File: config.mk
export PLATFORM = sky130hd
export DESIGN_NAME = hm_req_sched
export DESIGN_NICKNAME = d
export VERILOG_FILES = /design/src/rtl/hm_req_sched_pkg.sv /design/src/rtl/hm_sched_credit.sv /design/src/rtl/hm_req_sched.sv
export SDC_FILE = /design/constraint.sdc
export NUM_CORES = 1
export LEC_CHECK = 0
export ABC_AREA = 1
export BUFFER_PORTS_ARGS = -buffer_cell sky130_fd_sc_hd__buf_4
export CAP_MARGIN = 20
export CORE_MARGIN = 2
export CORE_UTILIZATION = 52
export DETAILED_ROUTE_END_ITERATION = 10
export PLACE_DENSITY_LB_ADDON = 0.08
export SYNTH_ARGS = -nofsm -noshare
export SYNTH_HDL_FRONTEND = slang
export SYNTH_HIERARCHICAL = 1
export SYNTH_SLANG_ARGS = --single-unit
File: constraint.sdc
create_clock -name trn_clk -period 2.4 [get_ports trn_clk]
set_clock_uncertainty 0.1 [all_clocks]
set_input_delay 0.36 -clock trn_clk [delete_from_list [all_inputs] [get_ports trn_clk]]
set_output_delay 0.36 -clock trn_clk [all_outputs]
set_load 0.03 [all_outputs]
File: src/rtl/hm_req_sched_pkg.sv
// ---------------------------------------------------------------------------
// hm_req_sched_pkg
// Shared definitions for the host-memory read request scheduler: the state
// encoding, which is also exported on stat_state, and the default values of
// the scheduler parameters.
// ---------------------------------------------------------------------------
package hm_req_sched_pkg;

    typedef enum logic [2:0] {
        HM_SCHED_STATE_IDLE    = 3'd0,
        HM_SCHED_STATE_ISSUE   = 3'd1,
        HM_SCHED_STATE_WAIT_TX = 3'd2,
        HM_SCHED_STATE_DRAIN   = 3'd3,
        HM_SCHED_STATE_DONE    = 3'd4
    } hm_sched_state_e;

    localparam logic [63:0] HM_SCHED_DEFAULT_STRIDE          = 64'd4096;
    localparam int          HM_SCHED_DEFAULT_MAX_OUTSTANDING = 4;
    localparam int          HM_SCHED_DEFAULT_MAX_RETRY       = 3;
    localparam int          HM_SCHED_DEFAULT_CNT_W           = 32;

    // The credit counter is 4 bits wide, so MAX_OUTSTANDING may be 1..15.
    localparam int          HM_SCHED_CREDIT_W                = 4;

endpackage

File: src/rtl/hm_sched_credit.sv
// ---------------------------------------------------------------------------
// hm_sched_credit
// Counts the requests that have been accepted by the transmit engine but
// not yet completed by the receive side.
//   trn_clk, trn_reset_n : clock, asynchronous active-low reset
//   inc                  : a request was accepted (tx_end)
//   dec                  : a request completed (cpl_done)
//   count                : requests currently in flight
//   credit_ok            : another request may be issued
//   underflow            : completion arrived with nothing in flight (pulse)
// ---------------------------------------------------------------------------
module hm_sched_credit
    import hm_req_sched_pkg::*;
#(
    parameter int MAX_OUTSTANDING = HM_SCHED_DEFAULT_MAX_OUTSTANDING
) (
    input  logic                         trn_clk,
    input  logic                         trn_reset_n,
    input  logic                         inc,
    input  logic                         dec,
    output logic [HM_SCHED_CREDIT_W-1:0] count,
    output logic                         credit_ok,
    output logic                         underflow
);

    localparam logic [HM_SCHED_CREDIT_W-1:0] MAX_CNT = HM_SCHED_CREDIT_W'(MAX_OUTSTANDING);

    // A simultaneous inc and dec cancel; a dec at zero is dropped and flagged
    // so that late completions after an abort never wrap the counter.
    // NOTE: state registers use non-blocking assignments so every flop in the
    // design samples the same pre-edge values regardless of block order.
    always_ff @(posedge trn_clk or negedge trn_reset_n) begin
        if (!trn_reset_n) begin
            count <= '0;
        end else if (inc && !dec) begin
            count <= count + 1'b1;
        end else if (dec && !inc && (count != '0)) begin
            count <= count - 1'b1;
        end
    end

    assign credit_ok = (count < MAX_CNT);
    assign underflow = dec && !inc && (count == '0);

endmodule

File: src/rtl/hm_req_sched.sv
// ---------------------------------------------------------------------------
// hm_req_sched
// Walks a contiguous host address range as fixed-size Memory Read requests
// to the TLP transmit engine, limiting requests in flight, retrying timed-out
// requests and reporting completion/error to the control layer.
//   trn_clk, trn_reset_n : clock, asynchronous active-low reset
//   start, abort, pause  : run control (start is a pulse, others levels)
//   base_addr, req_count : run description, latched on start in IDLE
//   cpl_done             : one pulse per fully completed request
//   tx_start, hm_addr    : request to the transmit engine
//   tx_end, timeout      : transmit engine accepted / gave up the request
//   busy, done, err      : status (err sticky until next start)
//   cpl_underflow        : sticky, completion with nothing outstanding
//   stat_req, stat_retry : saturating counters of accepts / timeouts
//   stat_state           : current state encoding
// ---------------------------------------------------------------------------
module hm_req_sched
    import hm_req_sched_pkg::*;
#(
    parameter logic [63:0] STRIDE          = HM_SCHED_DEFAULT_STRIDE,
    parameter int          MAX_OUTSTANDING = HM_SCHED_DEFAULT_MAX_OUTSTANDING,
    parameter int          MAX_RETRY       = HM_SCHED_DEFAULT_MAX_RETRY,
    parameter int          CNT_W           = HM_SCHED_DEFAULT_CNT_W
) (
    input  logic             trn_clk,
    input  logic             trn_reset_n,
    input  logic             start,
    input  logic             abort,
    input  logic             pause,
    input  logic [63:0]      base_addr,
    input  logic [CNT_W-1:0] req_count,
    input  logic             cpl_done,
    output logic             tx_start,
    output logic [63:0]      hm_addr,
    input  logic             tx_end,
    input  logic             timeout,
    output logic             busy,
    output logic             done,
    output logic             err,
    output logic             cpl_underflow,
    output logic [CNT_W-1:0] stat_req,
    output logic [CNT_W-1:0] stat_retry,
    output logic [2:0]       stat_state
);

    localparam logic [HM_SCHED_CREDIT_W-1:0] RETRY_LAST = HM_SCHED_CREDIT_W'(MAX_RETRY - 1);

    hm_sched_state_e              state;
    logic [63:0]                  cur_addr;
    logic [CNT_W-1:0]             remaining;
    logic [HM_SCHED_CREDIT_W-1:0] retry_cnt;
    logic [HM_SCHED_CREDIT_W-1:0] outstanding;
    logic                         credit_ok;
    logic                         credit_underflow;
    logic                         accept;

    // tx_end wins over a coincident timeout.
    assign accept = (state == HM_SCHED_STATE_WAIT_TX) && tx_end;

    hm_sched_credit #(
        .MAX_OUTSTANDING (MAX_OUTSTANDING)
    ) u_credit (
        .trn_clk     (trn_clk),
        .trn_reset_n (trn_reset_n),
        .inc         (accept),
        .dec         (cpl_done),
        .count       (outstanding),
        .credit_ok   (credit_ok),
        .underflow   (credit_underflow)
    );

    always_ff @(posedge trn_clk or negedge trn_reset_n) begin
        if (!trn_reset_n) begin
            state         <= HM_SCHED_STATE_IDLE;
            cur_addr      <= '0;
            remaining     <= '0;
            retry_cnt     <= '0;
            tx_start      <= 1'b0;
            hm_addr       <= '0;
            done          <= 1'b0;
            err           <= 1'b0;
            cpl_underflow <= 1'b0;
            stat_req      <= '0;
            stat_retry    <= '0;
        end else begin
            tx_start <= 1'b0;
            done     <= 1'b0;

            case (state)
                HM_SCHED_STATE_IDLE: begin
                    if (start) begin
                        cur_addr      <= base_addr;
                        remaining     <= req_count;
                        retry_cnt     <= '0;
                        err           <= 1'b0;
                        cpl_underflow <= 1'b0;
                        stat_req      <= '0;
                        stat_retry    <= '0;
                        if (req_count == '0) begin
                            state <= HM_SCHED_STATE_DONE;
                            done  <= 1'b1;
                        end else begin
                            state <= HM_SCHED_STATE_ISSUE;
                        end
                    end
                end

                HM_SCHED_STATE_ISSUE: begin
                    if (abort) begin
                        state <= HM_SCHED_STATE_IDLE;
                    end else if (!pause && credit_ok) begin
                        tx_start <= 1'b1;
                        hm_addr  <= cur_addr;
                        state    <= HM_SCHED_STATE_WAIT_TX;
                    end
                end

                // abort is only acted on once the transmit engine has
                // resolved the request in flight.
                HM_SCHED_STATE_WAIT_TX: begin
                    if (tx_end) begin
                        cur_addr  <= cur_addr + STRIDE;
                        remaining <= remaining - CNT_W'(1);
                        retry_cnt <= '0;
                        stat_req  <= (stat_req == '1) ? stat_req : stat_req + CNT_W'(1);
                        if (abort)
                            state <= HM_SCHED_STATE_IDLE;
                        else if (remaining == CNT_W'(1))
                            state <= HM_SCHED_STATE_DRAIN;
                        else
                            state <= HM_SCHED_STATE_ISSUE;
                    end else if (timeout) begin
                        stat_retry <= (stat_retry == '1) ? stat_retry : stat_retry + CNT_W'(1);
                        if (retry_cnt == RETRY_LAST) begin
                            err   <= 1'b1;
                            state <= abort ? HM_SCHED_STATE_IDLE : HM_SCHED_STATE_DRAIN;
                        end else begin
                            retry_cnt <= retry_cnt + 1'b1;
                            state     <= abort ? HM_SCHED_STATE_IDLE : HM_SCHED_STATE_ISSUE;
                        end
                    end
                end

                HM_SCHED_STATE_DRAIN: begin
                    if (outstanding == '0) begin
                        state <= HM_SCHED_STATE_DONE;
                        done  <= 1'b1;
                    end else if (abort) begin
                        state <= HM_SCHED_STATE_IDLE;
                    end
                end

                HM_SCHED_STATE_DONE: begin
                    state <= HM_SCHED_STATE_IDLE;
                end

                default: begin
                    state <= HM_SCHED_STATE_IDLE;
                end
            endcase

            // An underflow in the same cycle as a start must stay visible,
            // so it is applied after the start-time clear.
            if (credit_underflow)
                cpl_underflow <= 1'b1;
        end
    end

    assign busy       = (state != HM_SCHED_STATE_IDLE);
    assign stat_state = state;

endmodule

Yosys cells after proc, flatten, opt, wreduce, memory -nomap -nowiden
Cells that the tools add are included.
{ "totals": {"regBits": 239, "input_bits": 104, "out_inout_bits": 136, "wordCells": 114} }
{ "classes": {"mux": 49, "eq_ne": 18, "bitwise": 1, "n_addsub": 7, "n_reduce_logical": 26, "magnitude_cmp": 1} }
{ "op_table": {"columns": ["cell", "count"], "rows": [
  ["$mux 32", 8],
  ["$pmux 32 s2", 3],
  ["$mux 64", 2],
  ["$pmux 64 s2", 1],
  ["$add 32x1->32 const B", 2],
  ["$add 64x13->64 const B", 1],
  ["$eq 32x32->1 const B", 2],
  ["$eq 32x1->1 const B", 1],
  ["$logic_not 32->1", 1],
  ["$sub 32x1->32 const B", 1],
  ["$mux 3", 8],
  ["$mux 4", 6],
  ["$mux 1", 13],
  ["$ne 2x2->1 const B", 6],
  ["$ne 3x3->1 const B", 4],
  ["$pmux 3 s4", 1],
  ["$reduce_and 4->1", 3],
  ["$reduce_and 5->1", 2],
  ["$add 4x1->4 const B", 2],
  ["$mux 2", 4],
  ["$pmux 4 s2", 1],
  ["$reduce_bool 2->1", 4],
  ["$eq 3x2->1 const B", 2],
  ["$logic_and 1x1->1", 6],
  ["other kinds (14)", 18]
]} }

Logic depth before layout (Yosys ltp)
{ "logic_depth": {"depth_word": 7, "mapped_depth": 16, "depth_no_buf": 13} }

Modules after synthesis
The synthesis kept the hierarchy.
{ "by_module_without_submodules": {"columns": ["module", "instances", "cells_per_inst", "seq_area_each_um2", "area_each_um2"], "rows": [
  ["hm_req_sched", 1, 2140, 5880.6, 14456.4],
  ["hm_sched_credit", 1, 47, 100.1, 347.8]
]} }

Worst setup path after synthesis
OpenSTA, ideal clock, no wires.
{ "synth_timing": {"path_kind": "reg-to-reg", "from": "reg state[1] (netlist: stat_state[1])", "to": "reg u_credit.count[3]", "path_stages_with_launch": 15, "setup_ns": 0.117, "required_time_ns": 2.183, "n_path_buf": 3, "setup_slack_ns": -0.309, "t_arrival_ns": 2.492, "period_less_slack_ns": 2.709, "path_cell_list": "dfrtp_1 > nand2_1 > nor2_2 > buf_4 > buf_4 > clkbuf_1 > nand2_1 > inv_1 > nand2_4 > ha_1 > or2_2 > nand2_1 > nand2_1 > nand3_2 > nand2_1"} }
{ "synth_between": {"elab_chain_len": 6, "elab_cells_between_ends": 8, "classes_between": "1 x eq/ne; 1 x mux; 6 x reduce/logical"} }
{ "synth_lines": {"columns": ["item", "line", "rtl"], "rows": [
  ["start, declared", "hm_req_sched.sv:48", "hm_sched_state_e state;"],
  ["start signal, assigned", "hm_req_sched.sv:136", "state <= abort ? HM_SCHED_STATE_IDLE : HM_SCHED_STATE_DRAIN;"],
  ["start signal, assigned", "hm_req_sched.sv:139", "state <= abort ? HM_SCHED_STATE_IDLE : HM_SCHED_STATE_ISSUE;"],
  ["$eq 3x2->1 *", "hm_req_sched.sv:58", "assign accept = (state == HM_SCHED_STATE_WAIT_TX) && tx_end;"],
  ["$logic_and 1x1->1 *", "hm_req_sched.sv:58", null],
  ["via accept", "hm_req_sched.sv:55", "logic accept;"],
  ["$logic_not 1->1", "hm_sched_credit.sv:37", "end else if (dec && !inc && (count != '0)) begin"],
  ["$logic_and 1x1->1 (2 in series)", "hm_sched_credit.sv:37", null],
  ["$reduce_bool 2->1 (no source line)", null, null],
  ["end signal, assigned", "hm_sched_credit.sv:36", "count <= count + 1'b1;"],
  ["end signal, assigned", "hm_sched_credit.sv:38", "count <= count - 1'b1;"],
  ["end, declared", "hm_sched_credit.sv:21", "output logic [HM_SCHED_CREDIT_W-1:0] count,"]
]} }
Mark *: on every way through the listed nets, which the timed path passes. The rest lies on a longest branch.
A chain may end at the register's enable or synchronous reset.

Worst setup path in the final report
{ "layout_timing": {"from": "reg stat_retry[28]", "to": "reg stat_retry[21]"} }
{ "layout_between": {"elab_chain_len": 3} }
{ "layout_lines": {"columns": ["item", "line", "rtl"], "rows": [
  ["start, declared", "hm_req_sched.sv:42", "output logic [CNT_W-1:0] stat_retry,"],
  ["start signal, assigned", "hm_req_sched.sv:133", "stat_retry <= (stat_retry == '1) ? stat_retry : stat_retry + CNT_W'(1);"],
  ["$eq 32x32->1", "hm_req_sched.sv:133", null],
  ["$ne 2x2->1 (no source line)", null, null],
  ["$reduce_and 5->1 (no source line)", null, null]
]} }
No other way between the ends.

==> results.sh <==
export IMPL_antenna_left=0
export IMPL_crit_type="flip-flop to flip-flop"
export IMPL_ys_seq_area_share_pct=40.40
export IMPL_totalWireLength_um=46220
export IMPL_clock_fmax_ghz=0.4464
export IMPL_cpPeakStageDelay_ns=0.51
export IMPL_ios=240
export IMPL_clock_latency_ns=0.54
export IMPL_synth_seq_cells=239
export IMPL_grt_first_pass_wirelength_um=74250
export IMPL_ff2ff_path_depth=7
export IMPL_die_h_um=172.7
export IMPL_drc=0
export IMPL_r2r_setup_slack_ns=0.16
export IMPL_fin_setup_tns_ns=0
export IMPL_relSlewSlack_pct=60.61
export IMPL_yosys_warnings=6
export IMPL_cts_tree="yes"
export IMPL_initial_core_util_pct=53.00
export IMPL_rsz0062_at_grt="no"
export IMPL_critPathRequiredTime_ns=2.76
export IMPL_root_buffer="clkbuf_16"
export IMPL_synth_xor_area_share_pct=2.248
export IMPL_cp_end_kind="flip-flop"
export IMPL_hold_violations=0
export IMPL_syn_num_nets=2301
export IMPL_min_delay_start="base_addr[14]"
export IMPL_gp_congestion=0.9798
export IMPL_synth_top_family_by_area="simple AND/OR/NAND/NOR gates"
export IMPL_path_buf_inv=1
export IMPL_synth_area_per_cell_um2=6.769
export IMPL_num_vias=15230
export IMPL_clkTransAtPathRegs_ns=0.06
export IMPL_final_min_clock_period_ns=2.240
export IMPL_wl_per_cell_um=16.34
export IMPL_core_area_um2=27930
export IMPL_rr_endpoint="stat_retry[21]$_DFFE_PN0P_"
export IMPL_maxCapViolCount=0
export IMPL_cts_buffers=27
export IMPL_cts_buffer_depth=3
export IMPL_whs_ns=0.02205
export IMPL_grt_max_degree=97
export IMPL_rows=61
export IMPL_post_cts_buffers=0
export IMPL_finalCritPeriodShare_pct=93.35
export IMPL_syn2layout_area_growth_pct=22.04
export IMPL_synth_simple_area_share_pct=37.88
export IMPL_max_vdd_ir_drop_uv=729.8
export IMPL_cts_sinks=239
export IMPL_worstReg2RegStart="stat_retry[28]$_DFFE_PN0P_"
export IMPL_synth_adder_area_share_pct=0.8959
export IMPL_worst_pin_slew_ns=0.5909
export IMPL_leakage_nw=8.534
export IMPL_drt_iter0_markers=1387
export IMPL_slew_viol_final=0
export IMPL_grt_overflow_total=0
export IMPL_design_die_area_um2=29840
export IMPL_antenna_found_initial=2
export IMPL_synth_compound_area_share_pct=10.48
export IMPL_synthCells=2187
export IMPL_hpwl_um=34450
export IMPL_worstHoldPathType="input pin to flip-flop"
export IMPL_status="completed"
export IMPL_cp_slowest_cell="nor2_1"
export IMPL_die_w_um=172.7
export IMPL_whs_endpoint="cur_addr[14]$_DFFE_PN0P_"
export IMPL_netlist_area_um2=14800
export IMPL_critPathLaunchType="flip-flop"
export IMPL_vias_per_cell=5.384
export IMPL_drt_first_pass_iters=6
export IMPL_finalNetCount=2542
export IMPL_grt_usage_pct=30.32
export IMPL_setup_viol=0
export IMPL_grt_pass1_vias=14410
export IMPL_drive_gt1_share_pct=16.21
export IMPL_final_cells=2829
export IMPL_powerDensity_nw_per_um2=1044
export IMPL_cts_max_level=1
export IMPL_synth_mux_area_share_pct=0
export IMPL_cp_cell_sequence="nand4_1 > nor2_1 > nand4_2 > nand2_2 > buf_12 > nand2_1 > o21ai_1"
export IMPL_arrival_ns=2.60
export IMPL_critPathMaxFanout=27
export IMPL_place_port_buffers=239
export IMPL_dp_cells=2763
export IMPL_critPathTopFamily="simple AND/OR/NAND/NOR gates"
export IMPL_worstHoldPathCells=3
export IMPL_synth_cell_type_count=44
[how the worst max path moves through the flow]
stage | depth (start not counted) | slack [ns] | to | start
6_report | 7 | 0.16 | stat_retry[21]$_DFFE_PN0P_ | stat_retry[28]$_DFFE_PN0P_
2_1_floorplan | 15 | 0.03 | u_credit/count[3]$_DFFE_PN0P_ | stat_state[2]$_DFFE_PN0P_
4_1_cts | 8 | 0.15 | stat_req[7]$_DFFE_PN0P_ | stat_state[2]$_DFFE_PN0P_
3_5_place_dp | 8 | 0.17 | stat_req[28]$_DFFE_PN0P_ | stat_state[2]$_DFFE_PN0P_
5_1_grt | 10 | 0.03 | stat_retry[14]$_DFFE_PN0P_ | stat_state[2]$_DFFE_PN0P_
3_3_place_gp | 6 | 0.17 | stat_retry[21]$_DFFE_PN0P_ | stat_retry[28]$_DFFE_PN0P_
[layer usage]
metal / wire length [µm] / vias to the layer above / track usage [%]
li1: - / 7476 / -
met1: 20330 / 7093 / 41.77
met2: 20830 / 558 / 48.64
met3: 3209 / 105 / 4.310
met4: 1850 / 0 / 11.76
met5: 0 / - / 0
[power breakdown]
part | leakage (nW) | total, mW | switching [mW] | internal [mW]
sequential | 3.07 | 6.79 | 1.40 | 5.40
clock | 0.421 | 4.21 | 1.77 | 2.43
combinational | 5.04 | 7.87 | 5.18 | 2.69
total | 8.53 | 18.9 | 8.35 | 10.5
[final cells by class]
| cell class | count | area [µm²] |
|---|---|---|
| diodes | 2 | 5.005 |
| clock buffers | 33 | 708.2 |
| clock inverters | 17 | 182.7 |
| fillers | 2568 | 9867 |
| inverters | 200 | 753.2 |
| multi-input cells | 1676 | 7650 |
| flip-flops and latches | 239 | 5983 |
| well taps | 378 | 473.0 |
| repair buffers | 284 | 2312 |
[metrics by stage]
stage	utilization, %	setup WS [ns]	cell area (µm²)	total power [mW]
floorplan	-	0.02892	14830	11.98
global placement	60.95	0.1746	17030	14.35
detailed placement	60.95	0.1661	17030	14.58
CTS	64.64	0.1489	18060	18.85
global route	64.68	0.03426	18070	20.09
finish	64.68	0.1596	18070	18.87
[worst min-delay path, cell delays in order]
cell	delay, ns
buf_4	0.13
nand2_1	0.06
a31oi_1	0.08
[flip-flops by register name, summed over array words and instances, names as in the netlist, 3 cells and up]
name            flops
cur_addr           64
stat_state          3
retry_cnt           4
stat_retry         32
remaining          32
stat_req           32
hm_addr            64
u_credit/count      4
[Yosys cell counts, drive strengths merged]
master	n	area, µm²
a31oi	2	12.51
o22ai	24	156.4
nand3	181	928.4
o211ai	3	22.52
a32o	2	20.02
nor2	304	1191
a22oi	2	15.01
nand3b	1	7.510
a21o	1	7.510
fa	1	20.02
dfrtp	239	5981
a21oi	23	115.1
inv	200	750.7
and3	1	6.260
o21bai	7	52.55
and2	5	31.28
nand4	25	162.6
ha	9	112.6
clkbuf	32	122.6
buf	40	325.3
or2	18	112.6
o21ai	217	1150
nor3	37	195.2
nand2	774	2965
xnor2	5	43.79
nor3b	1	7.510
xor2	33	289.0
[kinds of logic (layout without fill, tap and decap cells)]
family                     count (synthesis)  in the layout
buffers and inverters                    272            534
adders and majority gates                 10             10
AOI/OAI and AO/OA                        281            281
DFF                                      239            239
other                                      0              2
xor gates and xnor gates                  38             38
and+or+nand+nor                         1347           1347
[cell usage in the layout (no fill, tap or decap), types with 3 or more instances in the layout]
master         netlist  final
o21ai_1             26     26
o21bai_1             7      7
nor2_4               4      5
dlygate4sd3_1        0     14
nand4_1             24     24
xnor2_1              5      5
o211ai_1             3      3
buf_4                9    258
a21oi_1             23     23
inv_1              192    191
nand2_2              9     10
o21ai_2             17     17
clkbuf_16            0     27
clkinvlp_4           0      6
o22ai_1             23     23
clkbuf_1            30      5
ha_1                 9      8
bufinv_16            0      3
buf_12               3     11
nand3_1            178    177
dfrtp_1            239    237
nand2_1            760    759
nand2_4              5      5
nor2_2               8      7
or2_2               18     18
clkinv_2             0      8
and2_1               5      5
o21ai_0            174    174
nor3_1              35     35
nand3_2              2      3
xor2_1              33     33
nor2_1             292    292
inv_2                8      7
[timing repair]
| action | in CTS | in global routing |
|---|---|---|
| setup endpoints to repair | 0 | 25 |
| resized for setup | 0 | 1 |
| hold endpoints to repair | 252 | 0 |
| hold buffers | 14 | 0 |
Power figures use the tool's default switching activity.
